`src/rtl/lc_ram_pkg.sv`:
```
// Shared constants for the language-card RAM arbiter: FSM state codes,
// requester IDs and RAM port widths.
package lc_ram_pkg;

  localparam int RAM_AW = 18;
  localparam int RAM_DW = 8;

  localparam logic [1:0] ST_IDLE   = 2'd0;
  localparam logic [1:0] ST_ACCESS = 2'd1;
  localparam logic [1:0] ST_DONE   = 2'd2;

  localparam logic [1:0] REQ_VID = 2'd0;
  localparam logic [1:0] REQ_CPU = 2'd1;
  localparam logic [1:0] REQ_DL  = 2'd2;

  // The loader only ever writes; the video scanner only ever reads.
  function automatic logic req_is_write(input logic [1:0] id, input logic cpu_we);
    return (id == REQ_DL) || ((id == REQ_CPU) && cpu_we);
  endfunction

endpackage

```
`src/rtl/lc_ram_prio_sel.sv`:
```
// Combinational winner select for the RAM arbiter: fixed VID > CPU > DL
// priority, with an override that lets an aged loader request jump the queue.
module lc_ram_prio_sel
  import lc_ram_pkg::*;
(
  input  logic       idle_i,
  input  logic       vid_req_i,
  input  logic       cpu_req_i,
  input  logic       dl_req_i,
  input  logic       dl_force_i,
  output logic       grant_o,
  output logic [1:0] grant_id_o
);

  always_comb begin
    grant_o    = 1'b0;
    grant_id_o = REQ_VID;
    if (idle_i) begin
      if (dl_force_i && dl_req_i) begin
        grant_o    = 1'b1;
        grant_id_o = REQ_DL;
      end else if (vid_req_i) begin
        grant_o    = 1'b1;
        grant_id_o = REQ_VID;
      end else if (cpu_req_i) begin
        grant_o    = 1'b1;
        grant_id_o = REQ_CPU;
      end else if (dl_req_i) begin
        grant_o    = 1'b1;
        grant_id_o = REQ_DL;
      end
    end
  end

endmodule

```
`src/rtl/lc_ram_arbiter.sv`:
```
// Single-port main/language-card RAM arbiter for VID, CPU and loader.
// Optional loader aging is enabled by defining LC_RAM_ARB_DL_AGING_EN.
//
// Handshake: each req is a level sampled only in IDLE; the winner's
// addr/data/direction are latched there, the RAM cycle lasts RAM_LAT clocks,
// and the winner's ack pulses for exactly one clock (DONE) with its dout
// valid in that same clock. A req still high in the following IDLE is a new
// request.
module lc_ram_arbiter
  import lc_ram_pkg::*;
#(
  parameter int unsigned RAM_LAT     = 3,
  parameter int unsigned DL_MAX_WAIT = 15
) (
  input  logic              mclk28,
  input  logic              reset_in,
  input  logic              vid_req,
  input  logic [RAM_AW-1:0] vid_addr,
  output logic              vid_ack,
  output logic [RAM_DW-1:0] vid_dout,
  input  logic              cpu_req,
  input  logic              cpu_we,
  input  logic [RAM_AW-1:0] cpu_addr,
  input  logic [RAM_DW-1:0] cpu_din,
  output logic              cpu_ack,
  output logic [RAM_DW-1:0] cpu_dout,
  input  logic              dl_req,
  input  logic [RAM_AW-1:0] dl_addr,
  input  logic [RAM_DW-1:0] dl_din,
  output logic              dl_ack,
  output logic [RAM_AW-1:0] ram_addr,
  output logic [RAM_DW-1:0] ram_din,
  input  logic [RAM_DW-1:0] ram_dout,
  output logic              ram_we,
  output logic              ram_oe,
  output logic [1:0]        dbg_state
);

  logic [1:0]        state_q, state_d;
  logic [2:0]        cnt_q, cnt_d;
  logic [1:0]        win_q;
  logic              wr_q;
  logic [RAM_AW-1:0] ram_addr_q;
  logic [RAM_DW-1:0] ram_din_q;
  logic [RAM_DW-1:0] vid_dout_q, cpu_dout_q;

  logic              grant;
  logic [1:0]        grant_id;
  logic              dl_force;
  logic              last_access;

  lc_ram_prio_sel u_prio_sel (
    .idle_i     (state_q == ST_IDLE),
    .vid_req_i  (vid_req),
    .cpu_req_i  (cpu_req),
    .dl_req_i   (dl_req),
    .dl_force_i (dl_force),
    .grant_o    (grant),
    .grant_id_o (grant_id)
  );

`ifdef LC_RAM_ARB_DL_AGING_EN
  logic [7:0] dl_wait_q, dl_wait_d;

  // Counts arbitrations the loader lost while asking; saturates at 255.
  always_comb begin
    dl_wait_d = dl_wait_q;
    if (grant) begin
      if (grant_id == REQ_DL) begin
        dl_wait_d = 8'd0;
      end else if (dl_req && (dl_wait_q != 8'hFF)) begin
        dl_wait_d = dl_wait_q + 8'd1;
      end
    end
  end

  always_ff @(posedge mclk28) begin
    if (reset_in) begin
      dl_wait_q <= 8'd0;
    end else begin
      dl_wait_q <= dl_wait_d;
    end
  end

  assign dl_force = (dl_wait_q >= 8'(DL_MAX_WAIT));
`else
  assign dl_force = 1'b0;
`endif

  assign last_access = (state_q == ST_ACCESS) && (cnt_q == 3'd0);

  always_ff @(posedge mclk28) begin
    if (reset_in) begin
      state_q <= ST_IDLE;
      cnt_q   <= 3'd0;
    end else begin
      state_q <= state_d;
      cnt_q   <= cnt_d;
    end
  end

  always_comb begin
    state_d = state_q;
    cnt_d   = cnt_q;
    case (state_q)
      ST_IDLE: begin
        if (grant) begin
          state_d = ST_ACCESS;
          cnt_d   = 3'(RAM_LAT - 1);
        end
      end
      ST_ACCESS: begin
        if (cnt_q == 3'd0) begin
          state_d = ST_DONE;
        end else begin
          cnt_d = cnt_q - 3'd1;
        end
      end
      ST_DONE: state_d = ST_IDLE;
      default: state_d = ST_IDLE;
    endcase
  end

  always_comb begin
    ram_we    = (state_q == ST_ACCESS) && wr_q;
    ram_oe    = (state_q == ST_ACCESS) && !wr_q;
    vid_ack   = (state_q == ST_DONE) && (win_q == REQ_VID);
    cpu_ack   = (state_q == ST_DONE) && (win_q == REQ_CPU);
    dl_ack    = (state_q == ST_DONE) && (win_q == REQ_DL);
    dbg_state = state_q;
  end

  // Winner's request is frozen at grant; read data lands as DONE begins.
  always_ff @(posedge mclk28) begin
    if (reset_in) begin
      win_q      <= REQ_VID;
      wr_q       <= 1'b0;
      ram_addr_q <= '0;
      ram_din_q  <= '0;
      vid_dout_q <= '0;
      cpu_dout_q <= '0;
    end else begin
      if (grant) begin
        win_q <= grant_id;
        wr_q  <= req_is_write(grant_id, cpu_we);
        case (grant_id)
          REQ_VID: begin
            ram_addr_q <= vid_addr;
            ram_din_q  <= '0;
          end
          REQ_CPU: begin
            ram_addr_q <= cpu_addr;
            ram_din_q  <= cpu_din;
          end
          default: begin
            ram_addr_q <= dl_addr;
            ram_din_q  <= dl_din;
          end
        endcase
      end
      if (last_access && !wr_q) begin
        if (win_q == REQ_VID) vid_dout_q <= ram_dout;
        if (win_q == REQ_CPU) cpu_dout_q <= ram_dout;
      end
    end
  end

  assign ram_addr = ram_addr_q;
  assign ram_din  = ram_din_q;
  assign vid_dout = vid_dout_q;
  assign cpu_dout = cpu_dout_q;

endmodule

```
`config.mk`:
```
export PLATFORM = sky130hd
export DESIGN_NAME = lc_ram_arbiter
export DESIGN_NICKNAME = d
export VERILOG_FILES = /design/src/rtl/lc_ram_pkg.sv /design/src/rtl/lc_ram_prio_sel.sv /design/src/rtl/lc_ram_arbiter.sv
export SDC_FILE = /design/constraint.sdc
export NUM_CORES = 1
export LEC_CHECK = 0
export BUFFER_PORTS_ARGS = -buffer_cell sky130_fd_sc_hd__buf_2
export CAP_MARGIN = 20
export CORE_MARGIN = 4
export CORE_UTILIZATION = 48
export DETAILED_ROUTE_END_ITERATION = 16
export MAX_ROUTING_LAYER = met4
export PLACE_DENSITY = 0.91
export SLEW_MARGIN = 25
export SYNTH_ARGS = -nofsm -noshare
export SYNTH_HDL_FRONTEND = slang
export SYNTH_SLANG_ARGS = --single-unit
```
`constraint.sdc`:
```
create_clock -name mclk28 -period 3.6 [get_ports mclk28]
set_input_delay 1.08 -clock mclk28 [delete_from_list [all_inputs] [get_ports mclk28]]
set_output_delay 1.08 -clock mclk28 [all_outputs]
set_load 0.05 [all_outputs]
```
* Word-level counts from Yosys, hierarchy flattened *
Cells that the tools add are included.

word-level totals
  bits in registers = 50
  input bits = 84

operators by class
  add/sub/neg operators = 1
  eq/ne operators = 9
  mux-type cells = 16
  reduce and logical (&&, ||, !) cells = 19

operators by type and width
  kind                                                                number
  18-bit case mux with 2 select lines                                 1
  8-bit case mux with 2 select lines                                  1
  2-bit 2-to-1 mux                                                    6
  1-bit logical AND                                                   8
  2-bit by 1-bit == test with 1-bit output, second input constant     3
  2-bit == test, second input constant                                3
  2-bit zero test                                                     3
  3-bit 2-to-1 mux                                                    2
  2-bit inequality test, second input constant                        3
  3-bit case mux with 2 select lines                                  1
  2-bit AND reduction                                                 3
  1-bit 2-to-1 mux                                                    4
  2-bit case mux with 2 select lines                                  1
  3-bit zero test                                                     1
  3-bit AND reduction                                                 1
  3-bit by 1-bit subtractor with 3-bit output, second input constant  1
  2-bit nonzero test                                                  1
  1-bit zero test                                                     1
  1-bit logical OR                                                    1

* Depth between registers and ports, before layout *
Gate-level depths: netlist of the first run.

  depth after elaboration = 7
  depth in mapped cells = 6
  gate-level depth less buffers = 5

* Hierarchy *
From an unflattened synthesis of the first run, not the netlist that was laid out.

unflattened totals
  cell total of the unflattened synthesis = 276
  area total of the unflattened synthesis = 2487.4 µm²

modules (own cells, without submodules)
  module           times used  cells an instance  area each (µm²)  seq. area each (µm²)
  lc_ram_arbiter   1           271                2448.6           1001.0
  lc_ram_prio_sel  1           5                  38.8             0.0

* Worst setup path after synthesis of the first run *
No wires, ideal clock.

  path kind = register to output
  start point = reg state_q[1] (netlist: dbg_state[1])
  end point = out cpu_ack
  data arrival time = 2068 ps
  setup slack = 452 ps
  stages on the path, launching flop included = 3
  path buffers = 0
  path through = dfxtp_1 > nand2b_1 > nor3b_1

between the ends
  longest elaborated chain between the ends = 2

ends and longest elaborated chain
  what                    RTL line               RTL
  from (decl)             lc_ram_arbiter.sv:39   logic [1:0] state_q, state_d;
  from (signal assigned)  lc_ram_arbiter.sv:97   state_q <= state_d;
  2-bit == test           lc_ram_arbiter.sv:128  cpu_ack = (state_q == ST_DONE) && (win_q == REQ_CPU);
  1-bit logical AND       lc_ram_arbiter.sv:128
  to (decl)               lc_ram_arbiter.sv:25   output logic cpu_ack,

Every way passes these cells.

* Worst setup path after layout of the first run *
Ends and elaborated chain as after synthesis.

==> results of run 1 <==
worst max-delay path, stage by stage, from the launching register on:
cell and delay [ns]:
dfxtp_1 0.51, nand2b_1 0.14, nor3b_1 0.28, buf_2 0.32
routing by layer:
layer  global-route usage [%]  routed length (um)  up-vias
li1                         -                   -     1235
met4                     7.90                 121        0
met1                     26.6                2830     1142
met2                     35.6                3380      136
met3                     5.53                 622       12
met5                        -                   0        -
final timing paths:
| check | to | cells past startpoint | from | slack, ns |
|---|---|---|---|---|
| worst min register to register | ram_addr[3] | 1 | ram_addr[3] | 0.48 |
| worst max register to register | cpu_dout[1] | 3 | dbg_state[0] | 1.81 |
| worst min-delay path | ram_addr[3] | 1 | ram_addr[3] | 0.48 |
| worst max-delay path | cpu_ack | 3 | dbg_state[1] | 0.97 |
synth_stat cells:
cell type | number | area [um^2]
nor2_1 | 5 | 18.8
ha_1 | 2 | 25.0
a21o_1 | 1 | 7.51
or3_1 | 2 | 12.5
a211oi_1 | 20 | 150
or4b_1 | 1 | 10.0
o21bai_1 | 1 | 7.51
a32o_1 | 6 | 60.1
nor3b_1 | 3 | 22.5
a21boi_0 | 1 | 7.51
a31o_2 | 1 | 8.76
dfxtp_1 | 50 | 1000
nand2_1 | 15 | 56.3
nand2b_1 | 27 | 169
buf_1 | 1 | 3.75
nand4b_1 | 1 | 8.76
a21oi_2 | 1 | 8.76
inv_1 | 4 | 15.0
o221ai_1 | 21 | 184
nor3_1 | 4 | 20.0
nand3_1 | 1 | 5.00
buf_4 | 1 | 7.51
nor2b_1 | 1 | 6.26
nor4b_1 | 1 | 8.76
o21a_1 | 1 | 7.51
mux2i_1 | 22 | 220
nor4b_2 | 1 | 15.0
or2_2 | 1 | 6.26
a31oi_1 | 1 | 6.26
o21ai_0 | 2 | 10.0
and2_1 | 1 | 6.26
or2b_1 | 1 | 7.51
and2b_1 | 1 | 7.51
o2bb2ai_1 | 6 | 52.6
buf_2 | 6 | 30.0
clkbuf_2 | 1 | 5.00
a21oi_1 | 37 | 185
clkbuf_1 | 18 | 67.6
final cells by class:
type	count	area (um^2)	share of cell area (%)
multi-input cells	189	1320	41.4
clock inverters	2	17.5	0.548
clock buffers	6	82.6	2.58
inverters	4	15.0	0.469
repair buffers	134	676	21.1
well taps	67	83.8	2.62
flip-flops and latches	50	1000	31.3
metrics by stage:
stage	setup slack, ns	area [um^2]	power (mW)
global route	0.868	3200	1.63
detailed placement	0.919	3100	1.22
finish	0.966	3200	1.55
floorplan	0.452	2450	1.07
global placement	0.973	3100	1.21
CTS	0.990	3200	1.56
power by group through the flow:
stage,sequential [mW],clock [mW],combinational [mW]
after floorplan,0.846,0,0.225
after global placement,0.662,0,0.545
after detailed placement,0.664,0,0.556
after CTS,0.653,0.353,0.557
after global routing,0.660,0.373,0.596
final,0.653,0.346,0.556
cell families after synthesis:
family,count (synthesis)
AOI/OAI and AO/OA,99
adders and majority gates,2
buffers and inverters,31
DFF,50
muxes,22
and+or+nand+nor,66
registers in the layout, indices dropped and copies added (netlist names):
name / count
cpu_dout: 8
vid_dout: 8
ram_addr: 18
wr_q: 1
win_q: 2
dbg_state: 2
cnt_q: 3
ram_din: 8
==> reports/metrics.cfg, run 1 <==
[cts]
clockBufferDepth = 2
cts_tree = yes
post_cts_resized = 0
numCtsBuffers = 5
clock_latency_ns = 0.30
htreeDepth = 2
cts.clk_slew.worst_paths_ns = 0.09
postCtsHoldBufs = 0
post_cts_buffers = 0
ctsRootBufferMaster = clkbuf_8
clock-sinks = 50

[synth]
synth_seq_cells = 50
yosysUniqueCellTypes = 38
ys_seq_area_share_pct = 40.8
yosysWarnings = 0
muxShareOfSynthArea_pct = 8.98
yosys.area_share.adder_pct = 1.02
syn_avg_cell_area_um2 = 9.08
netlist_instances = 270
syn-num-nets = 356
synth_top_family_by_area = compound AO/OA/AOI/OAI gates
syn_area_um2 = 2450
synth_compound_area_share_pct = 28.4
yosys.area_share.simple_pct = 15.5
synthXorXnorAreaFrac_pct = 0

[global_route]
grt_pass1_wl_um = 10900
grt-ovfl-total = 0
grt_antenna_before_repair = 0
grt_max_degree = 54
grt_pass1_vias = 2421
grt.total_usage_pct = 22.0

[floorplan]
core_um2 = 4850
start_util_pct = 50.6
std_cell_rows = 25
die_h_um = 79.5
ios = 133
dieArea_um2 = 6310
die_x_um = 79.5

[detailed_routing]
totalWireLength_um = 6950
vias_per_cell = 5.59
drt-pass1-iter-count = 4
drc = 0
ant_nets = 0
drtIter0Drc = 88
routedWlPerCell_um = 15.4
via_count = 2525

[placed_design]
hpwl_um = 5220
port_buffers = 132
placed_cells = 444
gp_congestion = 0.804

[pwr]
comb_power_share_pct = 35.8
p_per_area_nw_per_um2 = 486
seqPwrFrac_pct = 42.0
clkPwrFrac_pct = 22.3
swShare_pct = 39.3
p_sw_mw = 0.611
ir_drop_uv = 295
power_leakage_nw = 1.49
p_int_mw = 0.943

[worst_hold_path]
hp-class = reg -> reg

[layout]
drive_above_1_share_pct = 38.2
fin_cells = 452
nFillCells = 405
syn2layout_area_growth_pct = 30.5
mostFrequentLayoutCells = 132 x buf_2, 50 x dfxtp_1, 37 x a21oi_1
diodes = 0
utilization_pct = 66.0
final_common_cell = buf_2
final_nets = 470

[worst_setup_path]
crit_required_ns = 2.52
endpoint_kind = primary output
start_kind = flip-flop
worstSetupPathType = reg -> out
cp_data_arrival_time_ns = 1.55
path_max_fanout = 9

[sta]
setup_tns_ns = 0
rsz0062_at_grt = false
setup_viol = 0
post-route-min-period_ns = 2.63
tightest_slew_ns = 0.861
finalClockSkew_ns = 0.0111
whs_ns = 0.476
maxSlewHeadroom_pct = 42.5
hold_viol_final = 0
fmax_mhz = 380
fin_crit_sh_pct = 73.2
drv_slew = 0

[run]
drv_cap = 0

[run_status]
status = finished clean

No activity file was read; power rests on OpenSTA's default activity.
==> run 2, diff against run 1 <==
--- a/config.mk
+++ b/config.mk
@@ -8,10 +8,10 @@
 export BUFFER_PORTS_ARGS = -buffer_cell sky130_fd_sc_hd__buf_2
 export CAP_MARGIN = 20
 export CORE_MARGIN = 4
-export CORE_UTILIZATION = 48
+export CORE_UTILIZATION = 40
 export DETAILED_ROUTE_END_ITERATION = 16
 export MAX_ROUTING_LAYER = met4
-export PLACE_DENSITY = 0.91
+export PLACE_DENSITY = 0.82
 export SLEW_MARGIN = 25
 export SYNTH_ARGS = -nofsm -noshare
 export SYNTH_HDL_FRONTEND = slang
==> constraint.sdc (replaced) <==
create_clock -name mclk28 -period 2.3 [get_ports mclk28]
set_input_delay 0.69 -clock mclk28 [delete_from_list [all_inputs] [get_ports mclk28]]
set_output_delay 0.69 -clock mclk28 [all_outputs]
set_load 0.05 [all_outputs]
==> run 2 against run 1 <==
Combinational power up 57%. Sequential power up 56%. Critical path depth unchanged. Setup slack worse by 0.82 ns. Clock power up 78%. Global-route usage down 4.2 points. Non-clock buffer count up 7. Register-to-register slack worse by 1.2 ns. Critical path type unchanged. Largest power group unchanged.
==> reports/metrics.cfg, run 2 (synthesis gave the netlist of run 1 again) <==
[worst_setup_path]
path_cells = and2b_1, and2_1, buf_2
crit_slowest_cell = dfxtp_1
start_kind = flip-flop
reg2reg_depth = 3  ; unchanged
r2r-start = dbg_state[0]
slowest_delay_ns = 0.52  ; about the same
endpoint_kind = primary output
worstSetupPathType = reg -> out
path_max_fanout = 9  ; unchanged
rr_endpoint = ram_addr[3]
r2r_setup_slack_ns = 0.65  ; -1.16 ns
crit_required_ns = 1.61  ; -0.91 ns
cp_data_arrival_time_ns = 1.46  ; -0.09 ns

[detailed_routing]
drtIter0Drc = 47  ; -47%
via_count = 2490  ; -1.4%
drc = 0  ; unchanged
vias_per_cell = 5.33  ; -4.6%
routedWlPerCell_um = 14.2  ; -7.7%
totalWireLength_um = 6630  ; -4.6%
ant_nets = 0  ; unchanged
drt-pass1-iter-count = 4  ; unchanged

[worst_hold_path]
hp-class = reg -> reg
min_to = ram_addr[1]
holdCritStartpoint = ram_addr[1]
hold_path_depth = 1  ; unchanged

[cts]
post_cts_buffers = 0  ; unchanged
cts.clk_slew.worst_paths_ns = 0.09  ; about the same
clock_latency_ns = 0.30  ; about the same
postCtsHoldBufs = 0  ; unchanged
clockBufferDepth = 2  ; unchanged
cts_tree = yes
htreeDepth = 2  ; unchanged
ctsRootBufferMaster = clkbuf_8
post_cts_resized = 0  ; unchanged
clock-sinks = 50  ; unchanged
numCtsBuffers = 5  ; unchanged

[global_route]
grt.total_usage_pct = 17.8  ; -4.2 points
grt_pass1_vias = 2339  ; -3.4%
grt-ovfl-total = 0  ; unchanged
grt_antenna_before_repair = 0  ; unchanged
grt_pass1_wl_um = 10600  ; -2.3%
grt_max_degree = 31  ; -43%

[layout]
final_common_cell = buf_2
final_nets = 477  ; +1.5%
fin_cells = 467  ; +3.3%
fin_area_um2 = 3280  ; +2.5%
syn2layout_area_growth_pct = 33.8
diodes = 0  ; unchanged
register_area_um2 = 1000  ; unchanged
largest_reg_flops = 18  ; unchanged
mostFrequentLayoutCells = 132 x buf_2, 50 x dfxtp_1, 37 x a21oi_1
drive_above_1_share_pct = 39.5  ; +1.4 points
nFillCells = 548  ; +35%
multi_input_area_um2 = 1330  ; +0.38%

[pwr]
comb_power_share_pct = 34.9  ; -0.9 points
swShare_pct = 37.9  ; -1.4 points
power_leakage_nw = 1.53  ; +2.3%
ir_drop_uv = 350  ; +19%
seqPwrFrac_pct = 40.6  ; -1.4 points
p_per_area_nw_per_um2 = 765  ; +58%
p_sw_mw = 0.951  ; +56%
p_int_mw = 1.56  ; +65%
clkPwrFrac_pct = 24.5  ; +2.2 points

[placed_design]
gp_congestion = 0.748  ; -7.0%
postPlaceCellArea_um2 = 3170  ; +2.2%
dpl_worst_slack_ns = 0.294  ; -0.625 ns
port_buffers = 132  ; unchanged
hpwl_um = 5150  ; -1.3%
placed_cells = 459  ; +3.4%

[sta]
finalClockSkew_ns = 0.00687  ; -0.00424 ns
rsz0062_at_grt = false
fin_crit_sh_pct = 93.6
tightest_slew_ns = 0.563  ; -0.299 ns
maxSlewHeadroom_pct = 62.4  ; +20 points
whs_ns = 0.478  ; +0.00225 ns
drv_slew = 0  ; unchanged
setup_slack_ns = 0.146  ; -0.819 ns
post-route-min-period_ns = 2.15
hold_viol_final = 0  ; unchanged
setup_viol = 0  ; unchanged
fmax_mhz = 464

[floorplan]
die_h_um = 86.3  ; +8.6%
std_cell_rows = 28  ; +12%
dieArea_um2 = 7440  ; +18%
die_x_um = 86.3  ; +8.6%
ios = 133  ; unchanged
start_util_pct = 41.4  ; -9.2 points
core_um2 = 5920  ; +22%

[run_status]
status = finished clean

[run]
drv_cap = 0  ; unchanged

## run 2: metrics by stage
stage | power (mW) | util, % | TNS, ns
2_1_floorplan | 1.68 | - | -1.28
3_3_place_gp | 1.90 | 53.5 | 0
3_5_place_dp | 1.92 | 53.5 | 0
4_1_cts | 2.54 | 55.4 | 0
5_1_grt | 2.66 | 55.4 | 0
6_report | 2.51 | 55.4 | 0
## run 2: area by class of cell
cell class | count | area share [%]
Inverter | 4 | 0.458
Sequential cell | 50 | 30.5
Tap cell | 75 | 2.86
Multi-Input combinational cell | 189 | 40.5
Clock inverter | 3 | 1.37
Timing Repair Buffer | 141 | 22.2
Clock buffer | 5 | 2.10
## run 2: routing by layer
layer	global-route usage [%]	routed length [um]	vias to the layer above
li1	-	-	1252
met1	23.0	2920	1122
met2	28.9	3120	109
met3	4.09	540	7
met4	3.54	52	0
met5	-	0	-
## run 2: how the worst max path moves through the flow
stage            startpoint           to  slack [ns]
2_1_floorplan  dbg_state[1]      cpu_ack       -0.48
3_3_place_gp        vid_req  ram_addr[2]        0.33
3_5_place_dp        vid_req  ram_addr[3]        0.29
4_1_cts        dbg_state[1]       ram_we        0.13
5_1_grt        dbg_state[1]      cpu_ack        0.02
6_report       dbg_state[1]       ram_we        0.15
## run 2: critical path: cells and delay by family, from the launching register on
family	cells	cell delay, ns
buffers and inverters	1	0.21
flip-flops	1	0.52
AND/OR/NAND/NOR	2	0.43
## run 2: power by group through the flow
stage | Sequential [mW] | Clock, mW | Combinational (mW)
finish | 1.02 | 0.615 | 0.875
global route | 1.03 | 0.682 | 0.939
CTS | 1.02 | 0.642 | 0.879
detailed placement | 1.04 | 0 | 0.877
global placement | 1.04 | 0 | 0.863
floorplan | 1.32 | 0 | 0.353
==> run 3, diff against run 2 <==
--- a/config.mk
+++ b/config.mk
@@ -7,6 +7,7 @@
 export LEC_CHECK = 0
 export BUFFER_PORTS_ARGS = -buffer_cell sky130_fd_sc_hd__buf_2
 export CAP_MARGIN = 20
+export CORE_ASPECT_RATIO = 1.5
 export CORE_MARGIN = 4
 export CORE_UTILIZATION = 40
 export DETAILED_ROUTE_END_ITERATION = 16
==> run 3 against run 2 <==
Fmax shrank 2.1%. Clock power grew 19%. Critical path depth is the same. Via count grew 2.1%. First-iteration DRC count grew to 2.6 times the previous value. Global-route usage grew 1.3 points. Sequential power is essentially flat. Worst hold slack is essentially flat. Utilization grew 0.96 points.
==> reports/metrics.cfg, run 3 (synthesis gave the netlist of run 1 again) <==
[layout]
diodes = 0  ; unchanged
largest_reg_flops = 18  ; unchanged
final_common_cell = buf_2
syn2layout_area_growth_pct = 35.0
final_nets = 478  ; +0.21%
fin_area_um2 = 3310  ; +0.88%
mostFrequentLayoutCells = 132 x buf_2, 49 x dfxtp_1, 37 x a21oi_1
drive_above_1_share_pct = 39.9  ; +0.41 points

[global_route]
grt_pass1_vias = 2358  ; +0.81%
grt_pass1_wl_um = 11300  ; +6.2%
grt.total_usage_pct = 19.2  ; +1.3 points
grt-ovfl-total = 0  ; unchanged
grt_max_degree = 30  ; -3.2%
grt_antenna_before_repair = 0  ; unchanged

[sta]
maxSlewHeadroom_pct = 62.1  ; -0.33 points
whs_ns = 0.478  ; +0.0000530 ns
post-route-min-period_ns = 2.20  ; +0.0465 ns
rsz0062_at_grt = false
drv_slew = 0  ; unchanged
hold_viol_final = 0  ; unchanged
fmax_mhz = 454  ; -2.1%
fin_crit_sh_pct = 95.7  ; +2.0 points
finalClockSkew_ns = 0.00408  ; -0.00279 ns
setup_viol = 0  ; unchanged
tightest_slew_ns = 0.568  ; +0.00489 ns

[cts]
postCtsHoldBufs = 0  ; unchanged
clock_latency_ns = 0.30  ; about the same
clock-sinks = 50  ; unchanged
post_cts_resized = 0  ; unchanged
htreeDepth = 2  ; unchanged
cts_tree = yes
clockBufferDepth = 2  ; unchanged
ctsRootBufferMaster = clkbuf_8
cts.clk_slew.worst_paths_ns = 0.09  ; about the same
post_cts_buffers = 0  ; unchanged
numCtsBuffers = 5  ; unchanged

[detailed_routing]
totalWireLength_um = 7220  ; +8.9%
routedWlPerCell_um = 15.5  ; +9.4%
via_count = 2542  ; +2.1%
vias_per_cell = 5.47  ; +2.5%
ant_nets = 0  ; unchanged
drc = 0  ; unchanged
drtIter0Drc = 121  ; +160%
drt-pass1-iter-count = 4  ; unchanged

[floorplan]
ios = 133  ; unchanged
die_h_um = 104  ; +20%
dieArea_um2 = 7470  ; +0.35%
core_um2 = 5870  ; -0.85%
std_cell_rows = 34  ; +21%
die_x_um = 71.9  ; -17%
start_util_pct = 41.8  ; +0.35 points

[pwr]
p_per_area_nw_per_um2 = 795  ; +4.0%
ir_drop_uv = 451  ; +29%
power_leakage_nw = 1.55  ; +1.5%

[worst_setup_path]
endpoint_kind = primary output
worstSetupPathType = reg -> out
path_max_fanout = 9  ; unchanged
r2r-start = dbg_state[0]
startpoint = dbg_state[0]
cp_data_arrival_time_ns = 1.51  ; +0.05 ns
crit_required_ns = 1.61  ; about the same
start_kind = flip-flop

[placed_design]
gp_congestion = 0.855  ; +14%
port_buffers = 132  ; unchanged
postPlaceCellArea_um2 = 3170  ; +0.12%
hpwl_um = 5470  ; +6.3%

[run]
drv_cap = 0  ; unchanged

[run_status]
status = finished clean

[worst_hold_path]
holdCritStartpoint = vid_dout[6]
hp-class = reg -> reg

==> run 3: changes by cell type in the layout (fill, tap and decap cells not counted), sizes merged <==
cell,delta
buf,+1
bufinv,+1
clkinv,+1
clkinvlp,-2
==> run 3: power breakdown <==
group          total [mW]  internal, mW  switching [mW]
Sequential           1.02         0.961          0.0577
Combinational       0.880         0.276           0.604
Clock               0.734         0.436           0.298
==> run 3: cell type report <==
cell class                      count  area [um^2]
Inverter                            4         15.0
Clock buffer                        5         68.8
Tap cell                           72         90.1
Clock inverter                      3         68.8
Sequential cell                    50         1000
Multi-Input combinational cell    189         1330
Timing Repair Buffer              142          736
Fill cell                         543         2560
==> run 3: path summary, 6_finish.rpt <==
check	to	slack (ns)	cells past startpoint
max	cpu_ack	0.1	3
min	vid_dout[6]	0.48	2
max reg2reg	ram_addr[2]	0.68	3
min reg2reg	vid_dout[6]	0.48	2
==> run 3: per-stage QoR <==
step                cells  util, %  worst slack (ns)  TNS (ns)  total power, mW
detailed placement    457     54.0             0.296         0             1.92
CTS                   465     56.4            0.0273         0             2.66
global route          465     56.4            0.0575         0             2.76
global placement      457     54.0             0.323         0             1.90
finish                465     56.4            0.0997         0             2.63
floorplan             270        -            -0.475     -1.28             1.68
==> run 3: metal layers <==
layer	global-route usage, %	share of wire (%)
met5	-	0
met4	6.18	1.7
met3	3.77	6.6
met2	32.0	52
met1	22.8	40
==> run 3: worst max-delay path: stages, from the launching register on <==
cell and delay (ns):
dfxtp_1 0.40, nand2b_1 0.21, nor3b_1 0.29, buf_2 0.32
